## config.mk

```make
export PLATFORM = sky130hd
export DESIGN_NAME = tagged_regfile
export DESIGN_NICKNAME = d
export VERILOG_FILES = /design/src/rtl/tagged_regfile.sv
export SDC_FILE = /design/constraint.sdc
export NUM_CORES = 2
export LEC_CHECK = 0
export ABC_CLOCK_PERIOD_IN_PS = 3950
export CAP_MARGIN = 20
export CORE_ASPECT_RATIO = 2
export CORE_MARGIN = 5
export CORE_UTILIZATION = 45
export CTS_CLUSTER_DIAMETER = 50
export DETAILED_ROUTE_END_ITERATION = 12
export HOLD_SLACK_MARGIN = 0.1
export PLACE_DENSITY = 0.67
export SLEW_MARGIN = 20
export SYNTH_ARGS = -nofsm -noshare
export SYNTH_HDL_FRONTEND = slang
export SYNTH_SLANG_ARGS = --single-unit
```

## constraint.sdc

```tcl
create_clock -name clk -period 3.95 [get_ports clk]
set_input_delay 0.395 -clock clk [delete_from_list [all_inputs] [get_ports clk]]
set_output_delay 0.395 -clock clk [all_outputs]
set_load 0.05 [all_outputs]
```

## src/rtl/tagged_regfile.sv

```systemverilog
// Architectural register file with per-register busy bit and ROB tag for a renaming pipeline.
// Reads are combinational with commit-to-read bypass; issue, commit and flush act at the edge.
module tagged_regfile #(
    parameter int unsigned XLEN  = 32,
    parameter int unsigned NREGS = 32,
    parameter int unsigned NRP   = 4,
    parameter int unsigned NCP   = 2,
    parameter int unsigned NIP   = 2,
    parameter int unsigned TAGW  = 4,
    localparam int unsigned AW   = $clog2(NREGS)
) (
    input  logic            clk,
    input  logic            reset,

    input  logic [AW-1:0]   rd_addr   [NRP],
    output logic [XLEN-1:0] rd_data   [NRP],
    output logic            rd_busy   [NRP],
    output logic [TAGW-1:0] rd_tag    [NRP],

    input  logic            iss_valid [NIP],
    input  logic [AW-1:0]   iss_rd    [NIP],
    input  logic [TAGW-1:0] iss_tag   [NIP],

    input  logic            cm_valid  [NCP],
    input  logic [AW-1:0]   cm_rd     [NCP],
    input  logic [TAGW-1:0] cm_tag    [NCP],
    input  logic [XLEN-1:0] cm_data   [NCP],

    input  logic            flush
);

    logic [XLEN-1:0] data_q [NREGS];
    logic [XLEN-1:0] data_d [NREGS];
    logic            busy_q [NREGS];
    logic            busy_d [NREGS];
    logic [TAGW-1:0] tag_q  [NREGS];
    logic [TAGW-1:0] tag_d  [NREGS];

    // Commits and issues to x0 are dropped here, so x0 storage stays zero.
    logic cm_en  [NCP];
    logic iss_en [NIP];

    always_comb begin
        for (int unsigned c = 0; c < NCP; c++) begin
            cm_en[c] = cm_valid[c] && (cm_rd[c] != '0);
        end
        for (int unsigned i = 0; i < NIP; i++) begin
            iss_en[i] = iss_valid[i] && (iss_rd[i] != '0);
        end
    end

    // Read ports: later commit ports override earlier ones in the bypass; issues are not visible.
    always_comb begin
        for (int unsigned p = 0; p < NRP; p++) begin
            rd_data[p] = data_q[rd_addr[p]];
            rd_busy[p] = busy_q[rd_addr[p]];
            rd_tag[p]  = tag_q[rd_addr[p]];
            for (int unsigned c = 0; c < NCP; c++) begin
                if (cm_en[c] && (cm_rd[c] == rd_addr[p])) begin
                    rd_data[p] = cm_data[c];
                    if (cm_tag[c] == tag_q[rd_addr[p]]) begin
                        rd_busy[p] = 1'b0;
                    end
                end
            end
        end
    end

    // Next state: commits first, then flush or issues, so an issue wins busy/tag over a commit.
    always_comb begin
        data_d = data_q;
        busy_d = busy_q;
        tag_d  = tag_q;
        for (int unsigned c = 0; c < NCP; c++) begin
            if (cm_en[c]) begin
                data_d[cm_rd[c]] = cm_data[c];
                if (busy_q[cm_rd[c]] && (tag_q[cm_rd[c]] == cm_tag[c])) begin
                    busy_d[cm_rd[c]] = 1'b0;
                end
            end
        end
        if (flush) begin
            for (int unsigned r = 0; r < NREGS; r++) begin
                busy_d[r] = 1'b0;
            end
        end else begin
            for (int unsigned i = 0; i < NIP; i++) begin
                if (iss_en[i]) begin
                    busy_d[iss_rd[i]] = 1'b1;
                    tag_d[iss_rd[i]]  = iss_tag[i];
                end
            end
        end
    end

    always_ff @(posedge clk) begin
        if (reset) begin
            for (int unsigned r = 0; r < NREGS; r++) begin
                data_q[r] <= '0;
                busy_q[r] <= 1'b0;
                tag_q[r]  <= '0;
            end
        end else begin
            data_q <= data_d;
            busy_q <= busy_d;
            tag_q  <= tag_d;
        end
    end

endmodule

```

==> results.py <==
metrics = {
    "status": {
        "status": "complete, but fails checks",
        "violations": "negative setup slack",
    },
    "worst_setup_path": {
        "reg2reg_slack_ps": 530,
        "worstRegToRegCells": 9,
        "r2r-start": "tag_q[16]",
        "start_kind": "register",
        "r2r_end": "busy_q[11]",
        "cp.required_ps": 3560,
        "critPathCaptureType": "output pin",
        "worstPathArrival_ps": 3670,
        "cp_max_fo": 7,
        "criticalPathCategory": "reg -> out",
    },
    "sta": {
        "holdWs_ps": 64.3,
        "worst_slew_pin_slew_ps": 1150,
        "fmax_ghz": 0.246,
        "final_hold_viol_count": 0,
        "timing.final.crit_share": 1.03,
        "min_period_ps": 4060,
        "slew_violations": 0,
        "setup_ws_ps": -112,
        "final.setup_skew_ps": 19.7,
        "relSlewSlack": 0.236,
        "setup_violations": 13,
    },
    "place": {
        "pre_cts_ws_ps": -287,
        "io_buffers": 274,
        "finalWeightedCongestion": 1.11,
        "dp_hpwl_microns": 337000,
    },
    "clock_network": {
        "cts_buffer_depth": 3,
        "insertion_delay_ps": 850,
        "cts_tree": "done",
        "numCtsBuffers": 117,
        "clk_pin_slew_worst_paths_ps": 60,
        "clkSinkCount": 1184,
        "root_buffer": "clkbuf_16",
        "h-tree-depth": 3,
    },
    "floorplanning": {
        "coreArea_sq_mm": 0.212,
        "std_cell_rows": 239,
        "fp.dieW_microns": 336,
        "fp.dieH_microns": 663,
        "start_util": 0.452,
        "die_area_sq_mm": 0.223,
        "ios": 275,
    },
    "global_route": {
        "antenna_found_initial": 67,
        "grt_pass1_wl_microns": 696000,
        "grt_pass1_vias": 89200,
        "grt-ovfl-total": 0,
        "grt_max_degree": 196,
        "gr-usage-all-layers": 0.438,
    },
    "synthesis": {
        "synth_area_leaders": "mux4_2, dfxtp_1, mux2i_1",
        "yosysMostFrequentCell": "mux4_2",
        "synth_top_area_frac": 0.352,
        "avgSynthCellArea_sq_um": 10.8,
        "ys_ff_latch": 1184,
        "synthArstFlopShare": 0,
        "synth_area_sq_mm": 0.0959,
        "yosys.area.top_type": "mux4_2",
        "syn-num-nets": 8972,
        "synthTopCellsByCount": "mux4_2, nor2_1, mux2i_1",
        "ys.warnings.count": 0,
        "postSynthCellCount": 8845,
        "ys_seq_area_frac": 0.247,
        "synth_ff_type": "dfxtp_1",
        "yosysUniqueCellTypes": 69,
        "synth_edf_count": 0,
    },
    "power": {
        "ir_drop_uv": 362,
        "p_leak_nw": 38.0,
        "powerDensity_mw_per_mm2": 285,
    },
    "finish": {
        "nets": 8867,
        "final_core_util": 0.522,
        "area_growth_pct": 15.5,
        "drive_gt1_frac": 0.329,
    },
    "min_path": {
        "hp-class": "in -> reg",
        "holdPathStages": 2,
        "min_to": "tag_q[108]",
        "holdCritStartpoint": "reset",
    },
    "route": {
        "drc": 0,
        "totalWireLength_microns": 499000,
        "drtIter0Drc": 13500,
        "wl_per_cell_microns": 42.9,
        "drtAntennaViolNets": 0,
        "routed_via_density": 7.79,
        "drt_pass1_iterations": 7,
        "vias": 90800,
    },
    "job": {
        "drv_cap": 0,
    },
}
## registers in the layout, indices dropped and copies added (netlist names)
register,cells
busy_q,32
data_q,1024
tag_q,128
## logic make-up after synthesis
kind of cell	after synthesis	synth area share
buffers and inverters	1246	0.0542
DFF	1184	0.247
AOI/OAI and AO/OA	1753	0.130
xor gates and xnor gates	76	0.00694
and+or+nand+nor	1839	0.0788
muxes	2747	0.483
## worst max-delay path, stage by stage (launching register included)
cell and delay, ps:
dfxtp_1 600, mux4_2 340, mux2i_1 90, a22oi_2 520
o21a_2 350, xor2_1 240, nor4_2 90, nor3_2 350
buf_6 220
## worst max path at each step
stage	startpoint	to	slack [ps]	cells past startpoint
after CTS	data_q[144]	rd_data[112]	6	9
after global routing	tag_q[123]	rd_busy[2]	-20	8
after floorplan	rd_addr[15]	rd_busy[3]	40	8
final	tag_q[75]	rd_busy[1]	-110	8
after global placement	rd_addr[10]	rd_data[95]	-270	12
after detailed placement	rd_addr[10]	rd_data[95]	-290	12
## placed cells by master, fill, tap and decap left out, types with 27 or more instances in the layout
cell | Yosys | final
buf_4 | 73 | 608
o21ai_1 | 3 | 40
mux2i_1 | 1233 | 1220
o41ai_1 | 27 | 27
xnor2_1 | 38 | 38
o21ai_0 | 217 | 164
mux4_2 | 1499 | 1499
a21oi_1 | 196 | 195
nor2b_1 | 53 | 52
xor2_1 | 38 | 37
a22oi_1 | 44 | 41
o22ai_1 | 31 | 31
nand2_4 | 0 | 30
nor2_1 | 1308 | 1289
clkdlybuf4s50_1 | 0 | 76
diode_2 | 0 | 40
nand3_1 | 37 | 35
nand2_1 | 296 | 266
dfxtp_1 | 1184 | 1159
clkbuf_16 | 0 | 119
o22a_1 | 31 | 31
a31oi_1 | 61 | 61
a211oi_1 | 996 | 995
o221a_2 | 86 | 86
buf_12 | 0 | 270
buf_2 | 181 | 27
## metal layers
| layer | track usage | part of all wire | vias to the layer above |
|---|---|---|---|
| met5 | 0.00439 | 0.00080 | - |
| met4 | 0.493 | 0.15 | 44 |
| met3 | 0.178 | 0.14 | 3426 |
| met2 | 0.644 | 0.43 | 8453 |
| met1 | 0.441 | 0.28 | 44200 |
| li1 | - | - | 34700 |
## stage by stage
step,setup TNS (ps),power (mW),cells,cell area (sq um)
CTS,0,31.2,11600,110000
global placement,-1590,18.6,11400,106000
finish,-488,31.5,11700,111000
detailed placement,-2020,18.6,11400,106000
global route,-61.1,32.0,11600,111000
floorplan,0,16.1,8845,95900
## power breakdown
part	internal [mW]	switching (mW)	total, mW	leakage, nW
combinational	2.34	3.92	6.27	26.4
clock	7.03	5.78	12.8	2.06
sequential	12.2	0.308	12.5	9.58
## layout make-up
class,count,area [sq um]
inverters,14,52.6
well taps,2771,3470
diodes,40,100
clock buffers,151,3350
clock inverters,67,908
flip-flops and latches,1184,23700
repair buffers,1008,11300
fillers,18200,101000
multi-input cells,6415,67800
## timing repair
item / CTS / global route
pin swaps: 2 / 3
hold buffers: 1 / 0
endpoints found under the setup margin: 22 / 35
gates resized for setup: 40 / 68
hold endpoints to repair: 1 / 0
gates cloned: 1 / 0
setup buffers: 0 / 0
(Power assumes the default switching activity.)
